<file path="config.mk">
export PLATFORM = sky130hd
export DESIGN_NAME = mssd_param
export DESIGN_NICKNAME = d
export VERILOG_FILES = /design/src/rtl/mssd_pkg.sv /design/src/rtl/pb_edge.sv /design/src/rtl/mssd_param.sv
export SDC_FILE = /design/constraint.sdc
export NUM_CORES = 1
export LEC_CHECK = 0
export ABC_AREA = 1
export BUFFER_PORTS_ARGS = -buffer_cell sky130_fd_sc_hd__buf_4
export CAP_MARGIN = 10
export CORE_MARGIN = 2
export CORE_UTILIZATION = 40
export DETAILED_ROUTE_END_ITERATION = 10
export GPL_ROUTABILITY_DRIVEN = 0
export PLACE_DENSITY = 0.59
export RECOVER_POWER = 100
export SLEW_MARGIN = 10
export SYNTH_ARGS = -nofsm -noshare
export SYNTH_HDL_FRONTEND = slang
export SYNTH_HIERARCHICAL = 1
export SYNTH_SLANG_ARGS = --single-unit
</file>
<file path="constraint.sdc">
create_clock -name clk -period 1.4 [get_ports clk]
set_input_delay 0.07 -clock clk [delete_from_list [all_inputs] [get_ports clk]]
set_output_delay 0.07 -clock clk [all_outputs]
set_load 0.01 [all_outputs]
</file>
<file path="src/rtl/mssd_pkg.sv">
// Shared types and constants for the parametrised serial demultiplexer.
// Latency: n/a (package only).
// Backpressure: n/a (package only).
// Contents: FSM state enum, default field widths, line levels, width helper.
package mssd_pkg;

    typedef enum logic [2:0] {
        S_IDLE = 3'd0,
        S_ADDR = 3'd1,
        S_CNT  = 3'd2,
        S_DATA = 3'd3,
        S_PAR  = 3'd4,
        S_DONE = 3'd5
    } mssd_state_t;

    localparam int MSSD_ADDR_W = 2;
    localparam int MSSD_CNT_W  = 4;

    // Line is held high between frames; a low bit opens a frame.
    localparam logic MSSD_IDLE_LVL  = 1'b1;
    localparam logic MSSD_START_LVL = 1'b0;

    function automatic int mssd_max(input int a, input int b);
        return (a > b) ? a : b;
    endfunction

endpackage

</file>
<file path="src/rtl/pb_edge.sv">
// Rising-edge strobe generator for a debounced push-button level.
// Latency: stb is combinational in the first cycle the level is seen high.
// Backpressure: none; one strobe per low-to-high transition.
// Ports: clk, rst (async active-high), pb (button level), stb (one-cycle strobe).
module pb_edge (
    input  logic clk,
    input  logic rst,
    input  logic pb,
    output logic stb
);

    logic pb_q;
    // A button already held down when reset releases must not count as a
    // press: strobes are only armed once the level has been seen low.
    logic armed;

    always_ff @(posedge clk or posedge rst) begin
        if (rst) begin
            pb_q  <= 1'b0;
            armed <= 1'b0;
        end else begin
            pb_q  <= pb;
            armed <= armed | ~pb;
        end
    end

    assign stb = pb & ~pb_q & armed;

endmodule

</file>
<file path="src/rtl/mssd_param.sv">
// Serial frame demux: start | addr | count | payload (| parity) routed to one-hot port P.
// Latency: serOut/SerOutValid zero-latency in the strobe cycle; done one cycle after the last strobe.
// Backpressure: none; every strobe is consumed, the sender paces via clkPB.
// Ports: clk, rst (async active-high), clkPB (bit strobe level), serIn (serial in, idle 1),
//        done (end-of-frame pulse), SerOutValid/serOut (payload bit), P (one-hot port select),
//        pdcnt (payload bits left), err (parity error).
// Build option: define MSSD_PARITY_EN to add a trailing even-parity bit and the err flag.
module mssd_param
    import mssd_pkg::*;
#(
    parameter int ADDR_W = MSSD_ADDR_W,
    parameter int CNT_W  = MSSD_CNT_W
) (
    input  logic                     clk,
    input  logic                     rst,
    input  logic                     clkPB,
    input  logic                     serIn,
    output logic                     done,
    output logic                     SerOutValid,
    output logic                     serOut,
    output logic [0:(1<<ADDR_W)-1]   P,
    output logic [CNT_W-1:0]         pdcnt,
    output logic                     err
);

    localparam int SH_W = mssd_max(ADDR_W, CNT_W);
    localparam int BC_W = $clog2(SH_W + 1);

`ifdef MSSD_PARITY_EN
    localparam mssd_state_t PAY_END = S_PAR;
`else
    localparam mssd_state_t PAY_END = S_DONE;
`endif

    mssd_state_t        state;
    logic               stb;
    logic [SH_W-1:0]    shreg;
    logic [SH_W-1:0]    next_sh;
    logic [BC_W-1:0]    bitcnt;
    logic [ADDR_W-1:0]  addr;
    logic [CNT_W-1:0]   cnt_in;
    logic               addr_last;
    logic               cnt_last;

    pb_edge u_pb (
        .clk (clk),
        .rst (rst),
        .pb  (clkPB),
        .stb (stb)
    );

    // Shared MSB-first shifter for both header fields; after N shifts the
    // low N bits hold the field just received.
    assign next_sh   = (shreg << 1) | SH_W'(serIn);
    assign cnt_in    = next_sh[CNT_W-1:0];
    assign addr_last = (bitcnt == BC_W'(ADDR_W - 1));
    assign cnt_last  = (bitcnt == BC_W'(CNT_W - 1));

`ifdef MSSD_PARITY_EN
    logic par;
    logic err_q;
    assign err = err_q;
`else
    assign err = 1'b0;
`endif

    always_ff @(posedge clk or posedge rst) begin
        if (rst) begin
            state  <= S_IDLE;
            shreg  <= '0;
            bitcnt <= '0;
            addr   <= '0;
            pdcnt  <= '0;
`ifdef MSSD_PARITY_EN
            par    <= 1'b0;
            err_q  <= 1'b0;
`endif
        end else begin
            case (state)
                S_IDLE: begin
                    if (stb && serIn == MSSD_START_LVL) begin
                        state  <= S_ADDR;
                        bitcnt <= '0;
`ifdef MSSD_PARITY_EN
                        par    <= 1'b0;
                        err_q  <= 1'b0;
`endif
                    end
                end
                S_ADDR: begin
                    if (stb) begin
                        shreg <= next_sh;
                        if (addr_last) begin
                            addr   <= next_sh[ADDR_W-1:0];
                            bitcnt <= '0;
                            state  <= S_CNT;
                        end else begin
                            bitcnt <= bitcnt + BC_W'(1);
                        end
                    end
                end
                S_CNT: begin
                    if (stb) begin
                        shreg <= next_sh;
                        if (cnt_last) begin
                            pdcnt  <= cnt_in;
                            bitcnt <= '0;
                            state  <= (cnt_in == '0) ? PAY_END : S_DATA;
                        end else begin
                            bitcnt <= bitcnt + BC_W'(1);
                        end
                    end
                end
                S_DATA: begin
                    if (stb) begin
                        pdcnt <= pdcnt - CNT_W'(1);
`ifdef MSSD_PARITY_EN
                        par   <= par ^ serIn;
`endif
                        if (pdcnt == CNT_W'(1)) begin
                            state <= PAY_END;
                        end
                    end
                end
`ifdef MSSD_PARITY_EN
                S_PAR: begin
                    // Fold the parity bit in on the way to DONE so err is
                    // already valid while done is high.
                    if (stb) begin
                        par   <= par ^ serIn;
                        err_q <= par ^ serIn;
                        state <= S_DONE;
                    end
                end
`endif
                S_DONE: begin
                    state <= S_IDLE;
                end
                default: begin
                    state <= S_IDLE;
                end
            endcase
        end
    end

    // Decoded straight from the state register: no input-to-output path.
    assign done = (state == S_DONE);

    always_comb begin
        P = '0;
        if (state == S_DATA || state == S_PAR || state == S_DONE) begin
            P[addr] = 1'b1;
        end
    end

    assign serOut      = serIn;
    assign SerOutValid = stb && (state == S_DATA);

endmodule

</file>
# == Word level (Yosys, flattened, before mapping) ==
# Index checks and enable logic that the tools add are counted.
# classes
addsub,2
magnitude_cmp,2
eq_ne,15
n_mux,22
n_bitwise,8
n_reduce_logical,15
# op_table
operator,n
3-bit 2-to-1 mux,13
4-bit 2-to-1 mux,4
"2-bit inequality test, second input constant",7
3-bit case mux with 4 select lines,1
"3-bit by 2-bit == test with 1-bit output, second input constant",3
3-bit case mux with 3 select lines,1
4-bit case mux with 2 select lines,1
4-bit AND reduction,2
7-bit AND reduction,1
"3-bit by 1-bit == test with 1-bit output, second input constant",2
"3-bit == test, second input constant",2
"4-bit by 1-bit == test with 1-bit output, second input constant",1
4-bit logical NOT,1
4-bit by 1-bit bitwise OR with 4-bit output,1
"4-bit by 1-bit subtractor with 4-bit output, second input constant",1
"3-bit by 1-bit adder with 3-bit output, second input constant",1
"3-bit greater-or-equal comparator, second input constant",1
1-bit logical AND,3
3-bit logical NOT,1
"3-bit by 1-bit < comparator with 1-bit output, second input constant",1
1-bit NOT,3
2-bit NOT with 3-bit output,1
3-bit AND reduction,1
3-bit nonzero test,1
8 further kinds,10
# word_totals
ff_bits,17
input_bits,4
out_inout_bits,12
word_cells,71

# == Longest topological paths before layout ==
# Gate-level depths: netlist of run 1.
# depth
depth_word,6
mapped_depth,9
ltp_nobuf,9

# == Hierarchy ==
# Netlist of run 1, hierarchy kept.
# by_module_without_submodules
mod,n_inst,cells_each,area_per_inst_um2
mssd_param,1,145,1008.5
pb_edge,1,7,71.3

# == Worst setup path before layout of run 1 ==
# OpenSTA, ideal clock, no wires.
# synth_timing
path_type,register to register
from,reg bitcnt[0]
to,reg pdcnt[2]
setup_time_ns,0.126
arrival_time_ns,1.221
t_required_ns,1.274
path_slack_ns,0.053
stages_incl_launch_ff,9
n_path_buf,0
period_less_slack_ns,1.347
path_cell_list,dfrtp_1 -> ha_1 -> ha_1 -> inv_1 -> nand3_1 -> nand3_1 -> inv_2 -> nand2_1 -> o21ai_0
# synth_via
elab_chain_len,3
# synth_lines
element,line,rtl
from (decl),mssd_param.sv:39,logic [BC_W-1:0] bitcnt;
from (signal assigned),mssd_param.sv:98,bitcnt <= bitcnt + BC_W'(1);
from (signal assigned),mssd_param.sv:110,bitcnt <= bitcnt + BC_W'(1);
3-bit by 2-bit == test with 1-bit output,mssd_param.sv:57,assign cnt_last = (bitcnt == BC_W'(CNT_W - 1));
2-bit inequality test (no source line),-,
4-bit AND reduction (no source line),-,
to (signal assigned),mssd_param.sv:106,pdcnt <= cnt_in;
to (signal assigned),mssd_param.sv:116,pdcnt <= pdcnt - CNT_W'(1);
to (decl),mssd_param.sv:22,"output logic [CNT_W-1:0] pdcnt,"
# No other way between the ends.
# A chain may end at the register's enable or synchronous reset.

# == Worst setup path in the final report of run 1 ==
# layout_timing
from,reg state[1]
to,out SerOutValid
# layout_via
elab_chain_len,2
# layout_lines
element,line,rtl
from (decl),mssd_param.sv:35,mssd_state_t state;
from (signal assigned),mssd_param.sv:108,state <= (cnt_in == '0) ? PAY_END : S_DATA;
3-bit by 2-bit == test with 1-bit output,mssd_param.sv:157,assign SerOutValid = stb && (state == S_DATA);
1-bit logical AND,mssd_param.sv:157,
to (decl),mssd_param.sv:19,"output logic SerOutValid,"
# No other way between the ends.

==> reports/summary.txt, run 1 <==
Outcome = completed
RSZ-0062 raised after global routing = yes
# port buffers = 14
Post-synthesis cell count = 152
Filler Cell Count = 226
Latest clock arrival within the worst-skew pair = 300 ps
Top-count cell post-synth = nand2_1
Worst-margin pin slew = 602 ps
N_diodes = 0
Antenna violations before repair = 0
Syn Area/Cell = 7.10 µm²
Vias = 1072
CP Capture Type = output port
Post-route design area = 1530 µm²
Die width = 56.0 µm
Worst hold start = serIn
Post-synthesis async set-or-reset flop share = 100%
Ys flop type = dfrtp_1
Setup violations, final = 0
Synth top area share = 39.4%
CP startpoint kind = flop
Number of global-route vias before repair = 1023
Data arrival, critical path = 1320 ps
Yosys cell types = 18
Critical Path RT = 1330 ps
Reg2reg path depth = 9
Fin nets = 193
Fin. Hold Viols = 0
Area leader, netlist = dfrtp_1
Die H = 56.0 µm
Worst Hold Class = input port to flop
Placed cells = 198
CP max FO = 7
Register bit total from synthesis = 17
Vias per cell = 5.06
Max-slew headroom = 59.8%
Clk_skew = 6.43 ps
Core Region = 2520 µm²
DRC = 0
Iter 0 DRT Violations = 31
CTS tree = yes
I/O pin cnt = 16
Final cell count without fillers = 212
Final ANT Viol Nets = 0
Starting utilization of the core area = 42.8%
PwrDens = 2020 nW/µm²
Hold depth = 3
Pleak = 0.742 nW
Max-Cap Viols = 0
Synthesized area = 1080 µm²
EDFF count, synth = 0
Overflow after GRT = 0
Routed wire length = 2.69 mm
Synth area leaders = dfrtp_1 39%, nand2_1 16%, inv_1 8.3%, ha_1 7.0%, nand3_1 6.0%
Clk root buf = clkbuf_4
DRT Pass-1 Iters = 4
Reg2reg setup slack = 20 ps
Num Clock Sinks = 17
Synth Net Count = 162
Wire per inst = 12.7 µm
Worst r2r src = bitcnt[1]
Max VDD drop = 1060 µV
Fin crit period = 1390 ps
Max frequency = 0.720 GHz
Largest net degree at the start of global routing = 16
DP Area = 1250 µm²
Share of layout cells above drive strength 1 = 38.5%
Clk slew on worst S/H paths = 100 ps
Clock buffer count from CTS = 3
Num rows = 18
WHS Endpoint = addr[0]
Fin. max-slew vios = 0
Die Footprint = 3130 µm²
Dpl hpwl = 1.78 mm
Multi-input gate area = 713 µm²
Register area share after synthesis = 39.4%
Synth top cells by count = 46 x nand2_1, 24 x inv_1, 17 x dfrtp_1
Yosys Warn Count = 6
H-tree depth = 1
FF-to-FF End = state[1]
Total GRT Usage = 17.4%
Tcrit/Tclk final = 99.2%
Clk buf depth = 2
First-pass GRT wire length = 4.38 mm
Area Growth Syn to Fin = 41.8%
Register area = 429 µm²
Crit Path Class = flop to output port
-- how the worst max path moves through the flow --
| stage | startpoint | end | slack (ps) | cells past startpoint |
|---|---|---|---|---|
| 2_1_floorplan | bitcnt[0] | pdcnt[2] | 50 | 8 |
| 5_1_grt | state[1] | SerOutValid | -70 | 6 |
| 6_report | state[1] | SerOutValid | 10 | 6 |
| 3_5_place_dp | bitcnt[0] | pdcnt[2] | -30 | 8 |
| 3_3_place_gp | bitcnt[0] | pdcnt[2] | 30 | 8 |
| 4_1_cts | state[2] | shreg[2] | -10 | 6 |
-- flip-flops by register name, indices dropped and copies added (netlist names) --
register and flops:
pdcnt 4, bitcnt 3, shreg 3, state 3, addr 2, u_pb/armed 1, u_pb/pb_q 1
-- report_power, final --
group	switching, mW	internal, mW
Clock	0.172	0.107
Combinational	1.19	0.783
Sequential	0.173	0.670
Total	1.54	1.56
-- cell usage in the layout, fill, tap and decap left out --
| cell | Yosys | routed |
|---|---|---|
| clkbuf_1 | 0 | 6 |
| nor2_4 | 1 | 6 |
| buf_12 | 0 | 1 |
| or2_2 | 1 | 1 |
| nand2_1 | 46 | 36 |
| nand3_2 | 0 | 4 |
| nand3_4 | 0 | 1 |
| conb_1 | 1 | 1 |
| dfrtp_1 | 17 | 14 |
| buf_6 | 0 | 3 |
| nor2_1 | 11 | 9 |
| a21oi_4 | 1 | 2 |
| o21ai_4 | 0 | 1 |
| ha_1 | 6 | 3 |
| ha_4 | 0 | 1 |
| o21ai_0 | 12 | 8 |
| dfrtp_2 | 0 | 3 |
| nand2_2 | 2 | 8 |
| nor3_4 | 0 | 1 |
| nor3_2 | 1 | 4 |
| inv_1 | 24 | 19 |
| nor2_2 | 4 | 1 |
| nand2_4 | 0 | 4 |
| clkinv_2 | 0 | 1 |
| nand3_1 | 13 | 8 |
| inv_2 | 2 | 5 |
| dlygate4sd3_1 | 0 | 2 |
| inv_6 | 0 | 2 |
| clkbuf_4 | 0 | 3 |
| buf_4 | 3 | 16 |
| a21oi_1 | 3 | 3 |
| o21ai_1 | 0 | 3 |
| ha_2 | 0 | 2 |
-- critical path, stage by stage (launching register included) --
cell and delay, ps:
dfrtp_2 430, nand2_4 70, nor2_4 150, buf_12 140, inv_6 30, nor2_4 90
buf_6 100
-- routing by layer --
metal	up-vias	global-route usage (%)	wire length (µm)
li1	530	-	-
met1	513	21.6	1110
met2	21	31.0	1430
met3	8	2.33	82
met4	0	5.78	68
met5	-	0	0
-- through the flow --
stage               setup slack [ps]  power [mW]  hold slack, ps  setup TNS (ps)  utilization (%)
floorplan                       52.7        1.76            -189               0                -
global placement                31.0        2.21           -64.5               0             49.6
detailed placement             -31.8        2.23           -57.6           -46.7             49.6
CTS                            -15.0        2.62            31.1           -17.3             53.2
global route                   -65.1        3.36            35.2            -247             60.7
finish                          10.8        3.10            22.5               0             60.7
-- cell families after synthesis --
kind of cell             after synthesis  share of synthesized area, %
buffers and inverters                 29                          11.1
flip-flops                            17                          39.4
adder cells (fa/ha/maj)                6                          6.95
AO/OA/AOI/OAI                         16                          8.46
AND/OR/NAND/NOR                       83                          33.7
other                                  1                         0.347
-- final cells by class --
| type | count | area share (%) |
|---|---|---|
| flip-flops and latches | 17 | 28.0 |
| clock buffers | 3 | 1.47 |
| multi-input cells | 107 | 46.6 |
| clock inverters | 1 | 0.327 |
| repair buffers | 28 | 14.1 |
| well taps | 30 | 2.45 |
| inverters | 26 | 7.03 |
-- timing repair --
item,4_1_cts,5_1_grt
endpoints found under the hold margin,19,0
hold buffers,2,0
endpoints found under the setup margin,10,20
cloned,0,1
buffers inserted,3,4
pin swaps,1,15
resized for setup,9,49
No activity file was read; power rests on OpenSTA's default activity.
==> run 2, diff against run 1 <==
--- a/config.mk
+++ b/config.mk
@@ -8,11 +8,13 @@
 export ABC_AREA = 1
 export BUFFER_PORTS_ARGS = -buffer_cell sky130_fd_sc_hd__buf_4
 export CAP_MARGIN = 10
+export CELL_PAD_IN_SITES_DETAIL_PLACEMENT = 1
+export CELL_PAD_IN_SITES_GLOBAL_PLACEMENT = 1
 export CORE_MARGIN = 2
-export CORE_UTILIZATION = 40
+export CORE_UTILIZATION = 36
 export DETAILED_ROUTE_END_ITERATION = 10
 export GPL_ROUTABILITY_DRIVEN = 0
-export PLACE_DENSITY = 0.59
+export PLACE_DENSITY = 0.71
 export RECOVER_POWER = 100
 export SLEW_MARGIN = 10
 export SYNTH_ARGS = -nofsm -noshare
==> reports/summary.txt, run 2 (synthesis results as in run 1) <==
Setup violations, final = 5
Starting utilization of the core area = 38.5%
DRC = 2
Share of layout cells above drive strength 1 = 43.1%
P_sw = 1.69 mW
N_diodes = 0
# port buffers = 14
RSZ-0062 raised after global routing = yes
Fin crit period = 1430 ps
Die width = 58.8 µm
Critical Path RT = 1590 ps
Max FFs per register = 4
Iter 0 DRT Violations = 37
Vias per cell = 5.20
Max frequency = 0.699 GHz
DRT Pass-1 Iters = 7
Outcome = finished, violations left
Dpl hpwl = 2.12 mm
Most common cell after layout, fill and taps aside = nand2_1
Routed wire length = 3.62 mm
Tcrit/Tclk final = 102%
Die Footprint = 3450 µm²
Num Clock Sinks = 17
Net Sw Frac = 50.8%
Pre-CTS WS = -72.6 ps
Max VDD drop = 850 µV
Clk pwr share = 8.6%
Total GRT Usage = 18.1%
Clk root buf = clkbuf_4
Violated checks = design-rule violations, negative setup slack
Largest net degree at the start of global routing = 16
Area Growth Syn to Fin = 49.5%
CP Capture Type = flop
Clk_skew = 2.03 ps
Clk buf depth = 2
H-tree depth = 1
First-pass GRT wire length = 4.70 mm
Overflow after GRT = 0
I/O pin cnt = 16
Clock buffer count from CTS = 3
Fin Hold WS = 80.9 ps
CTS tree = yes
Data arrival, critical path = 1620 ps
Crit Path Class = flop to flop
Fin. Hold Viols = 0
Pleak = 0.775 nW
Worst-margin pin slew = 616 ps
Fin. max-slew vios = 0
Antenna violations before repair = 0
Final worst slack = -31.1 ps
Core Region = 2810 µm²
Clk slew on worst S/H paths = 110 ps
CP max FO = 5
Part of the power in combinational logic = 65.9%
Register name with the most flops = pdcnt
CP startpoint kind = flop
Post-route design area = 1610 µm²
Cell-internal power = 1.64 mW
Sequential Power Share = 25.5%
DP Area = 1250 µm²
Number of global-route vias before repair = 1058
Latest clock arrival within the worst-skew pair = 300 ps
Max-slew headroom = 58.9%
PwrDens = 2060 nW/µm²
Wire per inst = 16.5 µm
Fin Setup TNS = -58.4 ps
Num rows = 19
Final ANT Viol Nets = 0
Filler Cell Count = 346
Max-Cap Viols = 0
Worst Hold Class = input port to flop
Vias = 1138
Total chip power = 3.33 mW
Commonest cells after routing, fill and taps aside = 33 x nand2_1, 18 x buf_4, 16 x inv_1, 14 x dfrtp_1
Fin nets = 199
Die H = 58.8 µm
[run 2: power groups by stage]
stage                     logic [mW]  clock network (mW)  registers (mW)
after global routing            2.38               0.309           0.871
final                           2.19               0.286           0.848
after detailed placement        1.43                   0           0.856
after floorplan                0.937                   0           0.828
after CTS                       1.61               0.276           0.830
after global placement          1.39                   0           0.843
[run 2: worst paths after layout]
path / cells past startpoint / endpoint / startpoint / slack (ps)
min in group asynchronous: 3 / u_pb/armed / rst / 150
setup reg to reg: 8 / pdcnt[2] / bitcnt[1] / -30
max in group asynchronous: 3 / state[0] / rst / 580
setup / recovery: 8 / pdcnt[2] / bitcnt[1] / -30
hold reg to reg: 2 / u_pb/armed / u_pb/armed / 490
hold / removal: 1 / u_pb/pb_q / clkPB / 80
[run 2: layer usage]
metal | GRT usage [%] | vias up | wire length (µm)
met1 | 22.8 | 568 | 1460
met4 | 6.82 | 0 | 91
li1 | - | 538 | -
met2 | 31.6 | 22 | 1980
met3 | 1.98 | 10 | 92
met5 | 0 | - | 0
[run 2: critical path: stages, from the launching register on]
cell and delay, ps:
dfrtp_1 410, ha_2 220, ha_4 160, inv_2 70, nand3_4 110, nand3_4 110
inv_4 50, nand2_1 90, o21ai_1 100
[run 2: layout make-up]
cell class,count,area [µm²],share of cell area (%)
clock buffers,3,22.5,1.40
repair buffers,34,279,17.3
flip-flops and latches,17,429,26.6
clock inverters,1,5.00,0.310
inverters,26,110,6.82
well taps,31,38.8,2.40
multi-input cells,107,729,45.2
[run 2: metrics by stage]
step / util [%] / std cells
after floorplan: - / 152
after global placement: 44.6 / 199
after detailed placement: 44.6 / 199
after CTS: 49.2 / 212
after global routing: 57.5 / 219
final: 57.5 / 219
[run 2: repair_timing]
item | 4_1_cts | 5_1_grt
setup buffers | 6 | 7
endpoints found under the hold margin | 20 | 0
gates cloned | 0 | 1
setup endpoints to repair | 10 | 20
resized for setup | 12 | 62
hold buffers | 3 | 0
pin swaps | 2 | 24
==> run 3, diff against run 2 <==
--- a/config.mk
+++ b/config.mk
@@ -7,7 +7,7 @@
 export LEC_CHECK = 0
 export ABC_AREA = 1
 export BUFFER_PORTS_ARGS = -buffer_cell sky130_fd_sc_hd__buf_4
-export CAP_MARGIN = 10
+export CAP_MARGIN = 15
 export CELL_PAD_IN_SITES_DETAIL_PLACEMENT = 1
 export CELL_PAD_IN_SITES_GLOBAL_PLACEMENT = 1
 export CORE_MARGIN = 2
@@ -15,7 +15,6 @@
 export DETAILED_ROUTE_END_ITERATION = 10
 export GPL_ROUTABILITY_DRIVEN = 0
 export PLACE_DENSITY = 0.71
-export RECOVER_POWER = 100
 export SLEW_MARGIN = 10
 export SYNTH_ARGS = -nofsm -noshare
 export SYNTH_HDL_FRONTEND = slang
==> reports/summary.txt, run 3 (synthesis results as in run 1) <==
Setup violations, final = 4
Reg2reg setup slack = -30 ps
Max VDD drop = 849 µV
Register name with the most flops = pdcnt
Routed wire length = 3.65 mm
I/O pin cnt = 16
Pleak = 0.804 nW
Final core utilization = 58.3%
Net Sw Frac = 50.3%
Commonest cells after routing, fill and taps aside = 33 x nand2_1, 24 x buf_4, 16 x inv_1, 14 x dfrtp_1
Die H = 58.8 µm
DRC = 2
Reg2reg path depth = 8
PwrDens = 2060 nW/µm²
Cell count along the critical path = 8
Die Footprint = 3450 µm²
Worst Setup SP = bitcnt[1]
CTS tree = yes
Sequential Power Share = 25.2%
Overflow after GRT = 0
Largest stage delay, worst path = 410 ps
RSZ-0062 raised after global routing = yes
Clk slew on worst S/H paths = 110 ps
Crit-path leading delay family = flip-flops
FF-to-FF End = pdcnt[2]
First-pass GRT wire length = 4.70 mm
Filler Cell Count = 347
Max-slew headroom = 58.8%
Fin crit period = 1430 ps
H-tree depth = 1
Critical Path RT = 1590 ps
Wire per inst = 16.7 µm
Final ANT Viol Nets = 0
# port buffers = 14
DP Area = 1250 µm²
Core Region = 2810 µm²
Vias = 1134
Total GRT Usage = 18.1%
Clock buffer count from CTS = 3
Worst r2r src = bitcnt[1]
P_sw = 1.69 mW
Latest clock arrival within the worst-skew pair = 300 ps
Fin. max-slew vios = 0
Max-Cap Viols = 0
Num Clock Sinks = 17
Share of layout cells above drive strength 1 = 45.7%
Num rows = 19
Final worst slack = -32.1 ps
CP max FO = 5
Part of the power in combinational logic = 66.3%
Fin Hold WS = 20.2 ps
Most common cell after layout, fill and taps aside = nand2_1
Post-route design area = 1640 µm²
CP Capture Type = flop
Die width = 58.8 µm
Max FFs per register = 4
Antenna violations before repair = 0
Area Growth Syn to Fin = 51.4%
Cell-internal power = 1.67 mW
Crit Path Class = flop to flop
Worst setup endpoint = pdcnt[2]
Violated checks = design-rule violations, negative setup slack
Outcome = finished, violations left
N_diodes = 0
Fin Setup TNS = -60.1 ps
Worst-margin pin slew = 617 ps
Clk root buf = clkbuf_4
Vias per cell = 5.18
Starting utilization of the core area = 38.5%
Largest net degree at the start of global routing = 16
Tcrit/Tclk final = 102%
CP max-delay cell = dfrtp_1
CP startpoint kind = flop
DRT Pass-1 Iters = 7
Clk pwr share = 8.5%
Data arrival, critical path = 1620 ps
Dpl hpwl = 2.12 mm
Clk_skew = 4.62 ps
Bufs and invs on worst path = 2
Fin. Hold Viols = 0
Worst Hold Class = input port to flop
Fin nets = 199
Hold depth = 1
Critical path's most frequent cell = nand3_4
Number of global-route vias before repair = 1058
CP Cell Sequence = ha_2 -> ha_4 -> inv_2 -> nand3_4 -> nand3_4 -> inv_4 -> nand2_1 -> o21ai_1
Clk buf depth = 2
Max frequency = 0.698 GHz
Iter 0 DRT Violations = 37
==> run 3: cell types whose count changed in the layout (fill, tap and decap cells not counted), sizes merged <==
cell	delta
buf	+6
clkbuf	-6
clkdlybuf4s25	-1
dlymetal6s4s	+1
==> run 3: area by class of cell <==
type,count,area [µm²],area share [%]
Multi-Input combinational cell,107,729,44.6
Sequential cell,17,429,26.2
Timing Repair Buffer,34,300,18.4
Inverter,26,110,6.73
Tap cell,31,38.8,2.37
Clock buffer,3,22.5,1.38
Clock inverter,1,5.00,0.306
==> run 3: through the flow <==
step / total power, mW / std cells / setup slack (ps)
6_report: 3.36 / 219 / -32.1
5_1_grt: 3.60 / 219 / -82.9
4_1_cts: 2.71 / 212 / -23.5
3_5_place_dp: 2.28 / 199 / -72.6
3_3_place_gp: 2.23 / 199 / 27.5
2_1_floorplan: 1.76 / 152 / 52.7
==> run 3: metal layers <==
layer	track usage, %	part of all wire, %	vias to the layer above
met5	0	0	-
met4	6.82	2.1	0
met3	1.98	3.9	9
met2	31.6	55	29
met1	22.8	39	558
li1	-	-	538
==> run 3: worst min-delay path by stage <==
stage,end,start
finish,u_pb/pb_q,clkPB
floorplan,u_pb/armed,rst
CTS,u_pb/armed,rst
global route,u_pb/pb_q,clkPB
global placement,u_pb/armed,rst
detailed placement,u_pb/pb_q,rst
==> run 3: power by group through the flow <==
stage,sequential (mW),clock [mW],combinational [mW]
floorplan,0.828,0,0.937
global placement,0.843,0,1.39
global route,0.871,0.309,2.42
detailed placement,0.856,0,1.43
CTS,0.830,0.276,1.61
finish,0.847,0.287,2.23
==> run 3: timing repair <==
item	in CTS	in global routing
hold buffers	3	0
setup endpoints to repair	10	20
pin swaps	2	24
hold endpoints to repair	20	0
resized for setup	12	62
buffers inserted	6	7
cloned	0	1
